[src/rtl/nn_ctrl_pkg.sv]
// Shared types and helpers for the layer sequencer: state encoding,
// default phase latencies and flattened layer-size slice extraction.
package nn_ctrl_pkg;

  typedef enum logic [2:0] {
    S_IDLE  = 3'd0,
    S_LOAD  = 3'd1,
    S_MAC   = 3'd2,
    S_AF    = 3'd3,
    S_WRITE = 3'd4,
    S_NEXT  = 3'd5,
    S_DONE  = 3'd6
  } nn_state_e;

  localparam int unsigned DEF_MAC_LAT  = 10;
  localparam int unsigned DEF_AF_LAT   = 32;
  localparam int unsigned DEF_LOAD_PAD = 2;

  // Upper bound on the flattened size vector; callers zero-extend into it.
  localparam int unsigned SIZES_MAX_W = 512;

  function automatic int unsigned size_at(input logic [SIZES_MAX_W-1:0] sizes,
                                          input int unsigned k,
                                          input int unsigned nw);
    logic [31:0] v;
    v = 32'(sizes >> (k * nw));
    return v & ((32'd1 << nw) - 32'd1);
  endfunction

  function automatic int unsigned max3(input int unsigned a,
                                       input int unsigned b,
                                       input int unsigned c);
    int unsigned m;
    m = (a > b) ? a : b;
    return (m > c) ? m : c;
  endfunction

endpackage

[src/rtl/nn_layer_sequencer_if.sv]
// Control/status bundle between the host and the layer sequencer.
interface nn_layer_sequencer_if #(
  parameter int unsigned MAX_LAYERS = 8,
  parameter int unsigned NW         = 6,
  parameter int unsigned LW         = 3
);
  logic                           start;
  logic                           abort;
  logic [LW:0]                    num_layers;
  logic [(MAX_LAYERS+1)*NW-1:0]   layer_size;
  logic                           mem_ready;

  logic                           weight_en;
  logic                           bias_en;
  logic                           bias_sel;
  logic                           compute_en;
  logic                           af_en;
  logic                           output_wr_en;
  logic                           output_shft_en;
  logic                           output_sel;
  logic [LW-1:0]                  layer_idx;
  logic [NW-1:0]                  neuron_idx;
  logic [NW-1:0]                  in_idx;
  logic                           busy;
  logic                           done;
  logic                           tot_complete;
  logic                           cfg_err;

  modport master (
    output start, abort, num_layers, layer_size, mem_ready,
    input  weight_en, bias_en, bias_sel, compute_en, af_en, output_wr_en,
           output_shft_en, output_sel, layer_idx, neuron_idx, in_idx,
           busy, done, tot_complete, cfg_err
  );

  modport slave (
    input  start, abort, num_layers, layer_size, mem_ready,
    output weight_en, bias_en, bias_sel, compute_en, af_en, output_wr_en,
           output_shft_en, output_sel, layer_idx, neuron_idx, in_idx,
           busy, done, tot_complete, cfg_err
  );
endinterface

[src/rtl/nn_phase_counter.sv]
// Loadable down-counter with stall enable and zero flag; shared by the
// LOAD, MAC and AF phases of the sequencer.
module nn_phase_counter #(
  parameter int unsigned CW = 8
)(
  input  logic          clk,
  input  logic          rst,
  input  logic          i_clr,
  input  logic          i_load,
  input  logic [CW-1:0] i_val,
  input  logic          i_en,
  output logic          o_zero
);
  logic [CW-1:0] r_cnt;

  always_ff @(posedge clk or posedge rst) begin
    if (rst)                       r_cnt <= '0;
    else if (i_clr)                r_cnt <= '0;
    else if (i_load)               r_cnt <= i_val;
    else if (i_en && r_cnt != '0)  r_cnt <= r_cnt - CW'(1);
  end

  assign o_zero = (r_cnt == '0);
endmodule

[src/rtl/nn_layer_sequencer.sv]
// Master sequencer for the CORDIC MAC datapath: walks layers and neurons
// through LOAD/MAC/AF/WRITE and swaps the output buffer between layers.
module nn_layer_sequencer
  import nn_ctrl_pkg::*;
#(
  parameter int unsigned MAX_LAYERS = 8,
  parameter int unsigned NW         = 6,
  parameter int unsigned LW         = 3,
  parameter int unsigned MAC_LAT    = DEF_MAC_LAT,
  parameter int unsigned AF_LAT     = DEF_AF_LAT,
  parameter int unsigned LOAD_PAD   = DEF_LOAD_PAD
)(
  input logic               clk,
  input logic               rst,
  nn_layer_sequencer_if.slave bus
);
  localparam int unsigned SW       = (MAX_LAYERS + 1) * NW;
  localparam int unsigned CNT_MAX  = max3((32'd1 << NW) - 32'd1 + LOAD_PAD, MAC_LAT, AF_LAT);
  localparam int unsigned CW       = $clog2(CNT_MAX + 1);
  localparam int unsigned MAC_LOAD = MAC_LAT - 1;
  localparam int unsigned AF_LOAD  = (AF_LAT == 0) ? 0 : AF_LAT - 1;

  nn_state_e     r_state;
  logic [LW-1:0] r_l;
  logic [NW-1:0] r_j;
  logic [NW-1:0] r_in_idx;
  logic [LW:0]   r_layers;
  logic [SW-1:0] r_sizes;
  logic          r_compute_en, r_af_en, r_wr_en, r_shft_en;
  logic          r_busy, r_done, r_tot, r_cfg_err;

  logic          w_cfg_ok;
  logic          w_beat;
  logic          w_cnt_zero, w_cnt_load, w_cnt_en;
  logic [CW-1:0] w_cnt_val;
  logic [NW-1:0] w_size_cur, w_size_nxt;
  logic          w_last_in, w_last_neuron, w_last_layer;

  assign w_size_cur    = NW'(size_at(SIZES_MAX_W'(r_sizes), 32'(r_l), NW));
  assign w_size_nxt    = NW'(size_at(SIZES_MAX_W'(r_sizes), 32'(r_l) + 32'd1, NW));
  assign w_last_in     = (r_in_idx == w_size_cur - NW'(1));
  assign w_last_neuron = (r_j == w_size_nxt - NW'(1));
  assign w_last_layer  = ((LW+1)'(r_l) == r_layers - (LW+1)'(1));
  assign w_beat        = (r_state == S_LOAD) && bus.mem_ready;

  // Every size from the input width up to the last layer must be non-zero.
  always_comb begin
    w_cfg_ok = (bus.num_layers != '0) && (bus.num_layers <= (LW+1)'(MAX_LAYERS));
    for (int unsigned k = 0; k <= MAX_LAYERS; k++) begin
      if (((LW+1)'(k) <= bus.num_layers) &&
          (size_at(SIZES_MAX_W'(bus.layer_size), k, NW) == 32'd0))
        w_cfg_ok = 1'b0;
    end
  end

  // Phase counter is loaded with (phase length - 1) on entry to each phase.
  always_comb begin
    w_cnt_load = 1'b0;
    w_cnt_en   = 1'b0;
    w_cnt_val  = '0;
    case (r_state)
      S_IDLE, S_DONE: begin
        w_cnt_load = bus.start && w_cfg_ok;
        w_cnt_val  = CW'(size_at(SIZES_MAX_W'(bus.layer_size), 32'd0, NW) + LOAD_PAD - 32'd1);
      end
      S_LOAD: begin
        w_cnt_en   = bus.mem_ready;
        w_cnt_load = bus.mem_ready && w_cnt_zero;
        w_cnt_val  = CW'(MAC_LOAD);
      end
      S_MAC: begin
        w_cnt_en   = 1'b1;
        w_cnt_load = w_cnt_zero;
        w_cnt_val  = CW'(AF_LOAD);
      end
      S_AF:    w_cnt_en = 1'b1;
      S_WRITE: begin
        w_cnt_load = 1'b1;
        w_cnt_val  = CW'(32'(w_size_cur) + LOAD_PAD - 32'd1);
      end
      S_NEXT: begin
        w_cnt_load = 1'b1;
        w_cnt_val  = CW'(32'(w_size_nxt) + LOAD_PAD - 32'd1);
      end
      default: ;
    endcase
  end

  nn_phase_counter #(.CW(CW)) u_phase_cnt (
    .clk    (clk),
    .rst    (rst),
    .i_clr  (bus.abort),
    .i_load (w_cnt_load),
    .i_val  (w_cnt_val),
    .i_en   (w_cnt_en),
    .o_zero (w_cnt_zero)
  );

  always_ff @(posedge clk or posedge rst) begin
    if (rst) begin
      r_state      <= S_IDLE;
      r_l          <= '0;
      r_j          <= '0;
      r_in_idx     <= '0;
      r_layers     <= '0;
      r_sizes      <= '0;
      r_compute_en <= 1'b0;
      r_af_en      <= 1'b0;
      r_wr_en      <= 1'b0;
      r_shft_en    <= 1'b0;
      r_busy       <= 1'b0;
      r_done       <= 1'b0;
      r_tot        <= 1'b0;
      r_cfg_err    <= 1'b0;
    end else if (bus.abort) begin
      // Abort behaves like reset but keeps the sticky status levels.
      r_state      <= S_IDLE;
      r_l          <= '0;
      r_j          <= '0;
      r_in_idx     <= '0;
      r_compute_en <= 1'b0;
      r_af_en      <= 1'b0;
      r_wr_en      <= 1'b0;
      r_shft_en    <= 1'b0;
      r_busy       <= 1'b0;
      r_done       <= 1'b0;
    end else begin
      r_wr_en   <= 1'b0;
      r_shft_en <= 1'b0;
      r_done    <= 1'b0;
      case (r_state)
        S_IDLE, S_DONE: begin
          if (bus.start) begin
            r_tot <= 1'b0;
            if (w_cfg_ok) begin
              r_layers  <= bus.num_layers;
              r_sizes   <= bus.layer_size;
              r_l       <= '0;
              r_j       <= '0;
              r_in_idx  <= '0;
              r_cfg_err <= 1'b0;
              r_busy    <= 1'b1;
              r_state   <= S_LOAD;
            end else begin
              r_cfg_err <= 1'b1;
              r_state   <= S_IDLE;
            end
          end
        end
        S_LOAD: begin
          if (bus.mem_ready) begin
            if (!w_last_in) r_in_idx <= r_in_idx + NW'(1);
            if (w_cnt_zero) begin
              r_compute_en <= 1'b1;
              r_state      <= S_MAC;
            end
          end
        end
        S_MAC: begin
          if (w_cnt_zero) begin
            if (AF_LAT == 0) begin
              r_compute_en <= 1'b0;
              r_wr_en      <= 1'b1;
              r_state      <= S_WRITE;
            end else begin
              r_af_en <= 1'b1;
              r_state <= S_AF;
            end
          end
        end
        S_AF: begin
          if (w_cnt_zero) begin
            r_compute_en <= 1'b0;
            r_af_en      <= 1'b0;
            r_wr_en      <= 1'b1;
            r_state      <= S_WRITE;
          end
        end
        S_WRITE: begin
          r_in_idx <= '0;
          if (!w_last_neuron) begin
            r_j     <= r_j + NW'(1);
            r_state <= S_LOAD;
          end else begin
            r_j       <= '0;
            r_shft_en <= 1'b1;
            r_state   <= S_NEXT;
          end
        end
        S_NEXT: begin
          if (w_last_layer) begin
            r_done  <= 1'b1;
            r_tot   <= 1'b1;
            r_busy  <= 1'b0;
            r_state <= S_DONE;
          end else begin
            r_l     <= r_l + LW'(1);
            r_state <= S_LOAD;
          end
        end
        default: r_state <= S_IDLE;
      endcase
    end
  end

  assign bus.weight_en      = w_beat;
  assign bus.bias_en        = w_beat;
  assign bus.bias_sel       = (r_j != '0);
  assign bus.output_sel     = (r_l != '0);
  assign bus.compute_en     = r_compute_en;
  assign bus.af_en          = r_af_en;
  assign bus.output_wr_en   = r_wr_en;
  assign bus.output_shft_en = r_shft_en;
  assign bus.layer_idx      = r_l;
  assign bus.neuron_idx     = r_j;
  assign bus.in_idx         = r_in_idx;
  assign bus.busy           = r_busy;
  assign bus.done           = r_done;
  assign bus.tot_complete   = r_tot;
  assign bus.cfg_err        = r_cfg_err;
endmodule

[src/flat_wrapper.sv]
// flat-port wrapper written by rule: the top's interface ports become plain ports
module nn_layer_sequencer_flat import nn_ctrl_pkg::*;
#(
  parameter int unsigned MAX_LAYERS = 8,
  parameter int unsigned NW         = 6,
  parameter int unsigned LW         = 3,
  parameter int unsigned MAC_LAT    = DEF_MAC_LAT,
  parameter int unsigned AF_LAT     = DEF_AF_LAT,
  parameter int unsigned LOAD_PAD   = DEF_LOAD_PAD
)
  (clk, rst, bus_start, bus_abort, bus_num_layers, bus_layer_size, bus_mem_ready, bus_weight_en, bus_bias_en, bus_bias_sel, bus_compute_en, bus_af_en, bus_output_wr_en, bus_output_shft_en, bus_output_sel, bus_layer_idx, bus_neuron_idx, bus_in_idx, bus_busy, bus_done, bus_tot_complete, bus_cfg_err);
  nn_layer_sequencer_if #(.MAX_LAYERS(MAX_LAYERS), .NW(NW), .LW(LW)) bus_i ();
  input logic clk;
  input logic rst;
  input wire logic [$bits(bus_i.start)-1:0] bus_start;
  input wire logic [$bits(bus_i.abort)-1:0] bus_abort;
  input wire logic [$bits(bus_i.num_layers)-1:0] bus_num_layers;
  input wire logic [$bits(bus_i.layer_size)-1:0] bus_layer_size;
  input wire logic [$bits(bus_i.mem_ready)-1:0] bus_mem_ready;
  output wire logic [$bits(bus_i.weight_en)-1:0] bus_weight_en;
  output wire logic [$bits(bus_i.bias_en)-1:0] bus_bias_en;
  output wire logic [$bits(bus_i.bias_sel)-1:0] bus_bias_sel;
  output wire logic [$bits(bus_i.compute_en)-1:0] bus_compute_en;
  output wire logic [$bits(bus_i.af_en)-1:0] bus_af_en;
  output wire logic [$bits(bus_i.output_wr_en)-1:0] bus_output_wr_en;
  output wire logic [$bits(bus_i.output_shft_en)-1:0] bus_output_shft_en;
  output wire logic [$bits(bus_i.output_sel)-1:0] bus_output_sel;
  output wire logic [$bits(bus_i.layer_idx)-1:0] bus_layer_idx;
  output wire logic [$bits(bus_i.neuron_idx)-1:0] bus_neuron_idx;
  output wire logic [$bits(bus_i.in_idx)-1:0] bus_in_idx;
  output wire logic [$bits(bus_i.busy)-1:0] bus_busy;
  output wire logic [$bits(bus_i.done)-1:0] bus_done;
  output wire logic [$bits(bus_i.tot_complete)-1:0] bus_tot_complete;
  output wire logic [$bits(bus_i.cfg_err)-1:0] bus_cfg_err;
  assign bus_i.start = bus_start;
  assign bus_i.abort = bus_abort;
  assign bus_i.num_layers = bus_num_layers;
  assign bus_i.layer_size = bus_layer_size;
  assign bus_i.mem_ready = bus_mem_ready;
  assign bus_weight_en = bus_i.weight_en;
  assign bus_bias_en = bus_i.bias_en;
  assign bus_bias_sel = bus_i.bias_sel;
  assign bus_compute_en = bus_i.compute_en;
  assign bus_af_en = bus_i.af_en;
  assign bus_output_wr_en = bus_i.output_wr_en;
  assign bus_output_shft_en = bus_i.output_shft_en;
  assign bus_output_sel = bus_i.output_sel;
  assign bus_layer_idx = bus_i.layer_idx;
  assign bus_neuron_idx = bus_i.neuron_idx;
  assign bus_in_idx = bus_i.in_idx;
  assign bus_busy = bus_i.busy;
  assign bus_done = bus_i.done;
  assign bus_tot_complete = bus_i.tot_complete;
  assign bus_cfg_err = bus_i.cfg_err;
  nn_layer_sequencer #(.MAX_LAYERS(MAX_LAYERS), .NW(NW), .LW(LW), .MAC_LAT(MAC_LAT), .AF_LAT(AF_LAT), .LOAD_PAD(LOAD_PAD)) u_core (.clk(clk), .rst(rst), .bus(bus_i));
endmodule
[config.mk]
export PLATFORM = sky130hd
export DESIGN_NAME = nn_layer_sequencer_flat
export DESIGN_NICKNAME = d
export VERILOG_FILES = /design/src/rtl/nn_ctrl_pkg.sv /design/src/rtl/nn_layer_sequencer_if.sv /design/src/rtl/nn_phase_counter.sv /design/src/rtl/nn_layer_sequencer.sv /design/src/flat_wrapper.sv
export SDC_FILE = /design/constraint.sdc
export NUM_CORES = 1
export LEC_CHECK = 0
export ABC_AREA = 1
export CORE_ASPECT_RATIO = 0.5
export CORE_MARGIN = 2
export CORE_UTILIZATION = 45
export CTS_CLUSTER_SIZE = 30
export DETAILED_ROUTE_END_ITERATION = 10
export PLACE_DENSITY = 0.67
export SLEW_MARGIN = 20
export SYNTH_ARGS = -nofsm -noshare
export SYNTH_HDL_FRONTEND = slang
export SYNTH_SLANG_ARGS = --single-unit
export TNS_END_PERCENT = 20
[constraint.sdc]
create_clock -name clk -period 5.3 [get_ports clk]
set_clock_uncertainty 0.1 [all_clocks]
set_input_delay 1.06 -clock clk [delete_from_list [all_inputs] [get_ports clk]]
set_output_delay 1.06 -clock clk [all_outputs]
set_load 0.02 [all_outputs]
==> metrics.yaml, run 1 <==
grt_start_max_net_pins: 82
slew_headroom: 0.436
dr.pass1.iters: 5
critPathCaptureType: "flip-flop"
layout_common_cells: "nand2_1 (344), nor2_1 (153), inv_1 (118)"
outcome: "completed"
port_buffers: 89
grt_pass1_wl_um: 38100
syn-instance-count: 1121
rsz0062_at_grt: "no"
insertion_delay_ns: 0.35
critical_path_class: "primary input to flip-flop"
die_y_um: 92.7
cts_root_buf: "clkbuf_16"
final_common_cell: "nand2_1"
drt_iter0_drc: 746
multi_input_area_um2: 4130
crit_path_max_incr_delay_ns: 0.67
syn_nets: 1205
r2r_end: "u_core.bus.neuron_idx[5]"
core-area_um2: 15400
gp_congestion: 0.946
start_kind: "primary input"
placementRows: 32
min_from: "u_core.bus.in_idx[4]"
die_x_um: 181
r2r-start: "u_core.bus.layer_idx[1]"
layout.nets: 1276
grt_use_total: 0.290
layout-drive-gt1-share: 0.0468
clock.fmax_ghz: 0.231
numCtsBuffers: 9
cts.clk_slew.worst_paths_ns: 0.06
drt-wirelength-per-cell_um: 16.7
drc: 0
slew_viol_final: 0
cp.arrival_ns: 4.50
maxCapViolations: 0
tightest_slew_ns: 0.840
cts.sinks: 91
cts_tree: "yes"
hold_ws_ns: 0.403
cts_max_path_buffers: 2
hp-class: "flip-flop to flip-flop"
p_leak_uw: 0.00407
viasPerCell: 5.34
regArea_um2: 2280
cts-hold-fix-buffers: 0
grt-ovfl-total: 0
syn_area_per_cell_um2: 6.32
ant_nets: 0
synth_seq_cells: 91
final_core_util: 0.549
finalSetupViolCount: 0
ys_warn_count: 0
yosysSeqAreaShare: 0.321
dp_hpwl_um: 18000
worstRegToRegCells: 19
period_needed_ns: 4.33
cp_data_required_time_ns: 5.46
antenna_found_initial: 2
routed_wl_um: 23500
power_density_nw_per_um2: 420
initial_core_util: 0.460
setup_tns_ns: 0
diodes: 0
yosysUniqueCellTypes: 44
ff2ff_setup_slack_ns: 0.99
ir_drop_v: 0.000225
grt_pass1_vias: 7033
hold_viol: 0
synthesis.area_um2: 7090
hold_end: "u_core.bus.in_idx[4]"
hold_depth: 2
via_count: 7477
boundaryPins: 90
cts_resized: 0
crit_chain: "clkdlybuf4s50_1 -> inv_1 -> ha_1 -> nand3_1 -> nor3_1 -> a21oi_1 -> nand4_1 -> nor3_1 -> nand2_1 -> nor2_4 -> buf_4 -> nand2_1 -> o21ai_0"
min_period_over_period: 0.818
htree_levels: 3
cts_setup_buffers: 0
crit_path_max_fanout: 81
crit_slowest_cell: "nor3_1"
fill_cells: 1552
area_delta_synth_final_pct: 19.4
die_area_um2: 16800
==> cell families after synthesis <==
logic type / Yosys count / share of synthesized area
buf+inv: 167 / 0.0973
xor+xnor: 21 / 0.0260
flops: 91 / 0.321
simple gates: 665 / 0.398
compound gates: 156 / 0.119
fa+ha+maj: 21 / 0.0381
==> critical path, delay by kind of cell <==
kind / cells / cell delay [ns]
adders and majority gates: 1 / 0.20
AOI/OAI and AO/OA: 2 / 0.30
and+or+nand+nor: 7 / 1.63
buffers and inverters: 3 / 1.24
==> state kept, by name (all words and copies together), names as in the netlist <==
register and cells:
u_core.bus.af_en 1, u_core.bus.cfg_err 1, u_core.r_state 3, u_core.bus.done 1
u_core.bus.output_wr_en 1, u_core.bus.tot_complete 1, u_core.bus.layer_idx 3, u_core.r_layers 4
u_core.u_phase_cnt.r_cnt 7, u_core.bus.compute_en 1, u_core.bus.in_idx 6, u_core.bus.busy 1
u_core.bus.neuron_idx 6, u_core.bus.output_shft_en 1, u_core.r_sizes 54
==> how the worst max path moves through the flow <==
| stage | start | end | slack, ns | cells after the start |
|---|---|---|---|---|
| 2_1_floorplan | u_core.bus.layer_idx[0] | u_core.bus.neuron_idx[0] | 1.22 | 20 |
| 3_3_place_gp | bus_layer_size[0] | u_core.r_sizes[48] | 0.71 | 13 |
| 3_5_place_dp | bus_layer_size[0] | u_core.r_sizes[48] | 0.76 | 13 |
| 4_1_cts | u_core.bus.layer_idx[1] | u_core.bus.neuron_idx[5] | 1.04 | 19 |
| 5_1_grt | u_core.bus.layer_idx[1] | u_core.bus.neuron_idx[4] | 0.70 | 21 |
| 6_report | bus_layer_size[0] | u_core.r_sizes[37] | 0.97 | 13 |
==> cells in the mapped netlist, drive strengths merged <==
master	instances	area share
a2111oi	1	0.0012
a211oi	3	0.0032
a21oi	34	0.024
a221oi	1	0.0012
a31o	1	0.0012
a31oi	3	0.0026
buf	22	0.020
clkbuf	19	0.010
clkinv	2	0.0011
dfrtp	91	0.32
fa	1	0.0028
ha	20	0.035
inv	124	0.066
nand2	349	0.19
nand3	114	0.085
nand3b	3	0.0037
nand4	17	0.015
nor2	156	0.084
nor3	12	0.0099
nor4	10	0.0088
o211ai	7	0.0081
o21a	2	0.0021
o21ai	98	0.069
o221a	1	0.0016
o221ai	1	0.0012
o22ai	4	0.0035
or2	3	0.0026
or3	1	0.00088
xnor2	12	0.015
xor2	9	0.011
==> layer usage <==
layer | track usage | up-vias | wire length, um
li1 | - | 3745 | -
met1 | 0.440 | 3446 | 12100
met2 | 0.426 | 253 | 9510
met3 | 0.0547 | 29 | 1590
met4 | 0.0549 | 4 | 265
met5 | 0 | - | 24
==> power by group <==
group,internal (uW),leakage (uW),switching [uW]
registers,939,0.00117,224
clock network,441,0.000162,287
logic,577,0.00274,1080
==> stage by stage <==
step	area [um2]	power (uW)	worst slack (ns)	cells
floorplan	7090	2250	1.22	1121
global placement	8120	2770	0.711	1385
detailed placement	8120	2790	0.762	1385
CTS	8460	3530	1.04	1401
global route	8460	3840	0.699	1401
finish	8460	3550	0.965	1401
==> final cells by class <==
type                       count  area share
clock buffer                  11      0.0299
inverter                     126      0.0567
clock inverter                 5      0.0101
timing repair buffer         101       0.116
tap                          204      0.0302
multi-input combinational    863       0.488
sequential                    91       0.269
(Power assumes the default switching activity.)
==> run 2, diff against run 1 <==
--- a/config.mk
+++ b/config.mk
@@ -11,7 +11,7 @@
 export CORE_UTILIZATION = 45
 export CTS_CLUSTER_SIZE = 30
 export DETAILED_ROUTE_END_ITERATION = 10
-export PLACE_DENSITY = 0.67
+export PLACE_DENSITY = 0.7
 export SLEW_MARGIN = 20
 export SYNTH_ARGS = -nofsm -noshare
 export SYNTH_HDL_FRONTEND = slang
==> constraint.sdc (replaced) <==
create_clock -name clk -period 3.75 [get_ports clk]
set_clock_uncertainty 0.1 [all_clocks]
set_input_delay 0.75 -clock clk [delete_from_list [all_inputs] [get_ports clk]]
set_output_delay 0.75 -clock clk [all_outputs]
set_load 0.02 [all_outputs]
==> run 2 against run 1 <==
Against the previous run:
- clock-buffer cell count decreased by 2
- first-iteration DRC count increased by 0.27%
- die area unchanged
- combinational power increased by 48%
- largest power group unchanged
- wire length decreased by 1.6%
- via count increased by 2.1%
- global-route usage decreased by 0.89 points
==> metrics.yaml, run 2 (same netlist as run 1, synthesis figures left out) <==
clock_power_share: 0.201  # was 0.205
critPathCaptureType: "flip-flop"  # unchanged
maxCapViolations: 0  # unchanged
ant_nets: 0  # unchanged
finalSetupViolCount: 0  # unchanged
path_buf_inv: 2  # was 3
gp_congestion: 0.936  # was 0.946
dr.pass1.iters: 5  # unchanged
numCtsBuffers: 9  # unchanged
die_y_um: 92.7  # unchanged
routed_wl_um: 23100  # was 23500 um
drt_iter0_drc: 748  # was 746
crit_slowest_cell: "fa_2"  # was nor3_1
critPathTopFamily: "simple AND/OR/NAND/NOR gates"  # unchanged
largest_reg_flops: 54  # unchanged
cts_root_buf: "clkbuf_16"  # unchanged
multi_input_area_um2: 4200  # was 4130 um2
crit_chain: "ha_2 -> xnor2_2 -> inv_2 -> fa_2 -> buf_12 -> nor3_4 -> a21oi_1 -> nor2_1 -> nor2_1 -> nand2_1 -> nand3_2 -> ha_4 -> xor2_2 -> nand3_1 -> nor2_1 -> nand2_1 -> nor2_4 -> nand3_2 -> nand2_1 -> nand2_1 -> nand2_1"  # was clkdlybuf4s50_1 -> inv_1 -> ha_1 -> nand3_1 -> nor3_1 -> a21oi_1 -> nand4_1 -> nor3_1 -> nand2_1 -> nor2_4 -> buf_4 -> nand2_1 -> o21ai_0
crit_path_max_fanout: 12  # was 81
cts_max_path_buffers: 2  # unchanged
grt_start_max_net_pins: 82  # unchanged
largest_register: "u_core.r_sizes"  # unchanged
grt_pass1_wl_um: 37400  # was 38100 um
clock.fmax_ghz: 0.285
layout.nets: 1302  # was 1276
port_buffers: 89  # unchanged
cts.clk_slew.worst_paths_ns: 0.07  # was 0.06 ns
slew_viol_final: 0  # unchanged
cp_data_required_time_ns: 3.95  # was 5.46 ns
sw_frac_of_total: 0.449  # was 0.448
p_leak_uw: 0.00421  # was 0.00407 uW
antenna_found_initial: 0  # was 2
hp-class: "flip-flop to flip-flop"  # unchanged
cts_tree: "yes"  # unchanged
grt-ovfl-total: 0  # unchanged
initial_core_util: 0.460  # unchanged
die_area_um2: 16800  # unchanged
final_core_util: 0.570  # was 0.549
setup_tns_ns: 0  # unchanged
outcome: "completed"  # unchanged
tightest_slew_ns: 0.747  # was 0.840 ns
critical_path_class: "flip-flop to flip-flop"  # was primary input to flip-flop
placementRows: 32  # unchanged
layout-drive-gt1-share: 0.0785  # was 0.0468
grt_use_total: 0.281  # was 0.290
final_common_cell: "nand2_1"  # unchanged
cts-hold-fix-buffers: 0  # unchanged
fill_cells: 1548  # was 1552
hold_viol: 0  # unchanged
drt-wirelength-per-cell_um: 16.2  # was 16.7 um
diodes: 0  # unchanged
cp.arrival_ns: 3.70  # was 4.50 ns
start_kind: "flip-flop"  # was primary input
crit_path_max_incr_delay_ns: 0.53  # was 0.67 ns
htree_levels: 3  # unchanged
grt_pass1_vias: 7198  # was 7033
dp.cells: 1408  # was 1385
via_count: 7634  # was 7477
crit_top_cell: "nand2_1"
insertion_delay_ns: 0.36  # was 0.35 ns
hold_ws_ns: 0.410  # was 0.403 ns
drc: 0  # unchanged
cts.sinks: 91  # unchanged
dp_hpwl_um: 17600  # was 18000 um
die_x_um: 181  # unchanged
boundaryPins: 90  # unchanged
area_delta_synth_final_pct: 24.1  # was 19.4%
ir_drop_v: 0.000292  # was 0.000225 V
reg.largest.list: "u_core.r_sizes (54), u_core.u_phase_cnt.r_cnt (7)"  # unchanged
sequentialPowerShare: 0.319  # was 0.328
regArea_um2: 2280  # unchanged
core-area_um2: 15400  # unchanged
internal_power_uw: 2820  # was 1960 uW
power_frac_comb: 0.481  # was 0.467
period_needed_ns: 3.51
slew_headroom: 0.502  # was 0.436
power_density_nw_per_um2: 583  # was 420 nW/um2
p_sw_uw: 2300  # was 1590 uW
viasPerCell: 5.35  # was 5.34
stdcell_count: 1427  # was 1401
layout_common_cells: "nand2_1 (342), nor2_1 (153), inv_1 (116)"  # was nand2_1 (344), nor2_1 (153), inv_1 (118)
min_period_over_period: 0.935
==> run 2: path summary, 6_finish.rpt <==
path,start,end,slack (ns),cells after the start
max in group asynchronous,rst,u_core.r_sizes[48],2.12,3
min in group asynchronous,rst,u_core.bus.in_idx[0],0.72,2
hold reg to reg,u_core.u_phase_cnt.r_cnt[6],u_core.u_phase_cnt.r_cnt[6],0.41,2
setup / recovery,u_core.bus.layer_idx[0],u_core.r_state[2],0.24,21
setup reg to reg,u_core.bus.layer_idx[0],u_core.r_state[2],0.24,21
hold / removal,u_core.u_phase_cnt.r_cnt[6],u_core.u_phase_cnt.r_cnt[6],0.41,2
==> run 2: cell type report <==
cell class	instances	area share
clock buffers	9	0.0256
clock inverters	7	0.0112
inverters	126	0.0548
multi-input cells	863	0.478
flip-flops and latches	91	0.259
well taps	204	0.0290
repair buffers	127	0.142
==> run 2: timing repair <==
action                                 4_1_cts  5_1_grt
setup endpoints to repair                    0       12
setup buffers                                0        2
endpoints found under the hold margin        0        0
gates resized for setup                      0       18
==> run 2: power by group through the flow <==
stage	combinational, uW	sequential, uW	clock, uW
finish	2460	1630	1030
global route	2770	1670	1080
CTS	2400	1620	1030
detailed placement	2390	1620	0
global placement	2350	1630	0
floorplan	1640	1540	0
==> run 2: routing by layer <==
layer	global-route usage	routed length [um]	vias to the layer above
li1	-	-	3805
met1	0.419	11400	3533
met2	0.428	9710	277
met3	0.0460	1740	19
met4	0.0528	244	0
met5	0	0	-
==> run 2: worst reg2reg max path, delay by kind of cell, from the launching register on <==
kind / cells / cell delay (ns)
and+or+nand+nor: 13 / 1.24
adders and majority gates: 3 / 1.07
DFF: 1 / 0.43
xor gates and xnor gates: 2 / 0.31
buffers and inverters: 2 / 0.25
AOI/OAI and AO/OA: 1 / 0.06
==> run 2: stage by stage <==
| stage | cell area (um2) | total power [uW] | setup slack, ns |
|---|---|---|---|
| final | 8790 | 5120 | 0.245 |
| after global routing | 8790 | 5520 | -0.0213 |
| after CTS | 8680 | 5050 | 0.0140 |
| after detailed placement | 8350 | 4010 | 0.0420 |
| after global placement | 8350 | 3980 | 0.178 |
| after floorplan | 7100 | 3190 | 0.00529 |
==> variant 1: new RTL, settings of run 2 <==
Set the package constant `DEF_LOAD_PAD` to 4 (it was 2).
--- a/src/rtl/nn_ctrl_pkg.sv
+++ b/src/rtl/nn_ctrl_pkg.sv
@@ -14,7 +14,7 @@
 
   localparam int unsigned DEF_MAC_LAT  = 10;
   localparam int unsigned DEF_AF_LAT   = 32;
-  localparam int unsigned DEF_LOAD_PAD = 2;
+  localparam int unsigned DEF_LOAD_PAD = 4;
 
   // Upper bound on the flattened size vector; callers zero-extend into it.
   localparam int unsigned SIZES_MAX_W = 512;
Behaviour: not the same (a bounded check fails within 10 cycles, from zero or initial values and one cycle with rst high).
==> variant 1 against run 2 <==
  * Sequential cell count unchanged
  * Routed wire length down 1.5%
  * Global-route usage down 0.41 points
  * Critical path depth up 2
  * Utilization down 1.2 points
  * Total power up 0.39%
  * Area after synthesis down 1.1%
  * Design area down 2.7%
  * Worst setup slack worse by 0.038 ns
==> variant 1: results <==
{
  "wl_mm": 22.74,
  "grtUsageTotal_pct": 27.65,
  "hold_path_class": "reg2reg",
  "detailedRoute.firstIterationViolations": 624,
  "synth_common_cells": "nand2_1 (288), nor2_1 (135), inv_1 (115), nand3_1 (111), o21ai_0 (93)",
  "worst-path-max-fanout": 27,
  "grt_max_degree": 75,
  "synth.yosys.seq_area_share_pct": 32.49,
  "yosys-top-cells-area": "dfrtp_1 (32%), nand2_1 (15%), nand3_1 (7.9%)",
  "post_route_cells_drive_above_1_share_pct": 8.826,
  "via_count": 7472,
  "reg_to_reg_critical_path_endpoint": "u_core.bus.neuron_idx[4]$_DFFE_PP0P_",
  "grt_pass1_vias": 7083,
  "setup_ws_pre_cts_ns": -0.05134,
  "finalWeightedCongestion": 0.9498,
  "p_int_w": 0.002820,
  "power_clock_w": 0.000938,
  "share_seq_of_total_power_pct": 32.2,
  "biggestRegsByFlops": "u_core.r_sizes x54, u_core.u_phase_cnt.r_cnt x7",
  "static-leakage-power_nw": 3.966,
  "antenna_cells_inserted": 0,
  "status": "finished clean",
  "synthDistinctLibCells": 45,
  "endpoint_worst_hold": "u_core.bus.af_en$_DFFE_PP0P_",
  "critical_path.reg2reg.startpoint": "u_core.bus.layer_idx[0]$_DFFE_PP0P_",
  "grt_antenna_before_repair": 0,
  "worst-slew-pin-transition_ns": 0.9449,
  "yosys_warnings": 0,
  "vdd_ir_drop_max_uv": 233.9,
  "cpMaxStageDelayCell": "dfrtp_2",
  "worst_path_largest_cell_delay_ns": 0.40,
  "achievable_frequency_mhz": 282.2,
  "worst_hold_startpoint": "u_core.bus.af_en$_DFFE_PP0P_",
  "n_fill_cell": 1518,
  "drt-pass1-iter-count": 6,
  "hold_ws_ns": 0.3862,
  "portBuffers": 89,
  "worst-r2r-cell-count": 23,
  "cts-root-buf": "clkbuf_16",
  "place_hpwl_mm": 17.43,
  "r2r_setup_slack_ns": 0.21,
  "postSynthNetCount": 1151,
  "hold_path_cells": 2,
  "grt_pass1_wl_mm": 36.43
}
## variant 1: cell types whose count changed after synthesis, moves of 5 or more
cell and change:
buf_2 +7, clkbuf_1 -7, ha_1 -5, mux2_2 +11, nand2_1 -56, nor2_1 -18
o21ai_0 +16, o21ai_1 -8, o22ai_1 +5, xnor2_1 -6, xor2_1 +7
## variant 1: per-layer routing
layer	vias to the layer above	routed length (µm)	global-route usage, %
li1	3669	-	-
met1	3480	10940	39.44
met2	293	9540	41.98
met3	30	1934	7.228
met4	0	321	6.116
met5	-	0	0
## variant 1: kinds of logic (layout without fill, tap and decap cells)
kind of cell	count (synthesis)	count (layout)	share of synthesized area [%]
compound gates	169	169	13.43
xor+xnor	22	22	2.749
fa+ha+maj	16	16	2.964
buf+inv	162	257	9.677
flops	91	91	32.49
mux	11	11	1.768
simple gates	601	601	36.92
## variant 1: per-stage QoR
stage                     total power [W]  setup TNS [ns]  area [µm²]  util, %  std cells
after detailed placement         0.004103         -0.1692        8205    53.51       1353
final                            0.005144               0        8559    55.82       1371
after floorplan                  0.003319               0        7020        -       1072
after global routing             0.005563        -0.09650        8559    55.82       1371
after global placement           0.004062               0        8205    53.51       1353
after CTS                        0.005047               0        8496    55.40       1368
## variant 1: what timing repair did
item                       CTS  global route
resized for setup            1            13
cloned                       0             0
setup buffers                0             3
setup endpoints to repair    5            18
hold buffers                 0             0
pin swaps                    0             1
## variant 1: layout make-up
cell class,count,share of cell area [%]
repair buffers,122,13.78
clock buffers,11,2.719
flip-flops and latches,91,26.63
well taps,204,2.982
multi-input cells,819,47.99
inverters,120,5.277
clock inverters,4,0.6139
==> variant 2: new RTL, flow settings as in run 2 <==
Without the edit above. Encoding of `nn_state_e`: now one-hot (7 bits for 7 states).
--- a/src/rtl/nn_ctrl_pkg.sv
+++ b/src/rtl/nn_ctrl_pkg.sv
@@ -2,14 +2,14 @@
 // default phase latencies and flattened layer-size slice extraction.
 package nn_ctrl_pkg;
 
-  typedef enum logic [2:0] {
-    S_IDLE  = 3'd0,
-    S_LOAD  = 3'd1,
-    S_MAC   = 3'd2,
-    S_AF    = 3'd3,
-    S_WRITE = 3'd4,
-    S_NEXT  = 3'd5,
-    S_DONE  = 3'd6
+  typedef enum logic [6:0] {
+    S_IDLE  = 7'b0000001,
+    S_LOAD  = 7'b0000010,
+    S_MAC   = 7'b0000100,
+    S_AF    = 7'b0001000,
+    S_WRITE = 7'b0010000,
+    S_NEXT  = 7'b0100000,
+    S_DONE  = 7'b1000000
   } nn_state_e;
 
   localparam int unsigned DEF_MAC_LAT  = 10;
Check against the original RTL: no difference found for any inputs over 4 cycles, from zero or initial values and one cycle with rst high; so few cycles prove little.
==> variant 2 against run 2 <==
  * Area after synthesis grew 3.5%
  * Routed wire length grew 19%
  * Worst setup slack lost 0.18 ns
  * Total power grew 23%
  * Sequential cell count grew 4
  * Worst hold slack lost 0.015 ns
  * Count of clock-buffer cells in the layout is the same
  * Fmax shrank 4.8%
  * Design area grew 5.0%
==> variant 2: results <==
{
  "synth-adder-area-share_pct": 3.344,
  "met3_length_mm": 3.519,
  "power_clock_w": 0.00103,
  "setup_ws_pre_cts_ns": -0.05522,
  "place_hpwl_mm": 21.75,
  "synth_compound_gate_area_share_pct": 9.845,
  "wire_per_inst_um": 18.69,
  "multi_input_area_share_pct": 48.08,
  "arrival_ns": 3.83,
  "synth.ff_latch_count": 95,
  "wl_mm": 27.51,
  "share_of_final_layout_cell_area_taken_by_non_clock_buffers_pct": 14.81,
  "grt_pass1_wl_mm": 42.49,
  "final-clk-cell-share_pct": 3.603,
  "number_of_instances_resized_during_post_cts_repair": 2,
  "post_route_cells_drive_above_1_share_pct": 10.63,
  "htree_num_levels": 3,
  "worst_path_largest_cell_delay_ns": 0.65,
  "timing.critical_path.max_delay_family": "adder cells",
  "parity_gate_share_of_the_synthesized_area_counting_xor_and_xnor_cells_pct": 3.447,
  "globalRouteMet1Util_pct": 51.48,
  "n_all_inverters": 113,
  "status": "finished clean",
  "post-layout-total-power_w": 0.006289,
  "seq-power_w": 0.00179,
  "grt_max_degree": 84,
  "n_fill_cell": 1515,
  "power_switching_w": 0.003104,
  "grt.met3_usage_pct": 10.78,
  "dr_wl_met2_mm": 10.23,
  "synthDistinctLibCells": 51,
  "placedInstanceArea_um2": 8697,
  "signal_buffers": 145,
  "worst-path-max-fanout": 6,
  "post_synth_inst_count": 1135,
  "synth_common_cells": "nand2_1 (354), nor2_1 (176), nand3_1 (117), inv_1 (104), dfrtp_1 (94)",
  "grtUsageTotal_pct": 32.86,
  "yosys-top-cells-area": "dfrtp_1 (32%), nand2_1 (18%), nor2_1 (9.0%)",
  "register_area_um2": 2381,
  "p_per_area_nw_per_um2": 680.9,
  "synth.yosys.seq_area_share_pct": 32.43,
  "grt_pass1_vias": 7365,
  "place_inst": 1451,
  "finalWeightedCongestion": 1.017,
  "via_count": 8204,
  "nNetsFinal": 1328,
  "max_transition_margin_pct": 51.89,
  "postSynthNetCount": 1217,
  "multi_input_cells": 882,
  "drt-pass1-iter-count": 6,
  "die_w_um": 184.5,
  "static-leakage-power_nw": 4.483,
  "gr-usage-met2_pct": 43.08
}
## variant 2: final timing paths
kind / slack (ns) / cells after the start / start / end
worst max-delay path: 0.07 / 21 / u_core.bus.layer_idx[0]$_DFFE_PP0P_ / u_core.bus.neuron_idx[3]$_DFFE_PP0P_
worst min-delay path: 0.39 / 2 / u_core.bus.af_en$_DFFE_PP0P_ / u_core.bus.af_en$_DFFE_PP0P_
worst max register to register: 0.07 / 21 / u_core.bus.layer_idx[0]$_DFFE_PP0P_ / u_core.bus.neuron_idx[3]$_DFFE_PP0P_
worst min register to register: 0.39 / 2 / u_core.bus.af_en$_DFFE_PP0P_ / u_core.bus.af_en$_DFFE_PP0P_
max in group asynchronous: 2.23 / 3 / rst / u_core.bus.layer_idx[1]$_DFFE_PP0P_
min in group asynchronous: 0.53 / 2 / rst / u_core.bus.in_idx[4]$_DFFE_PP0P_
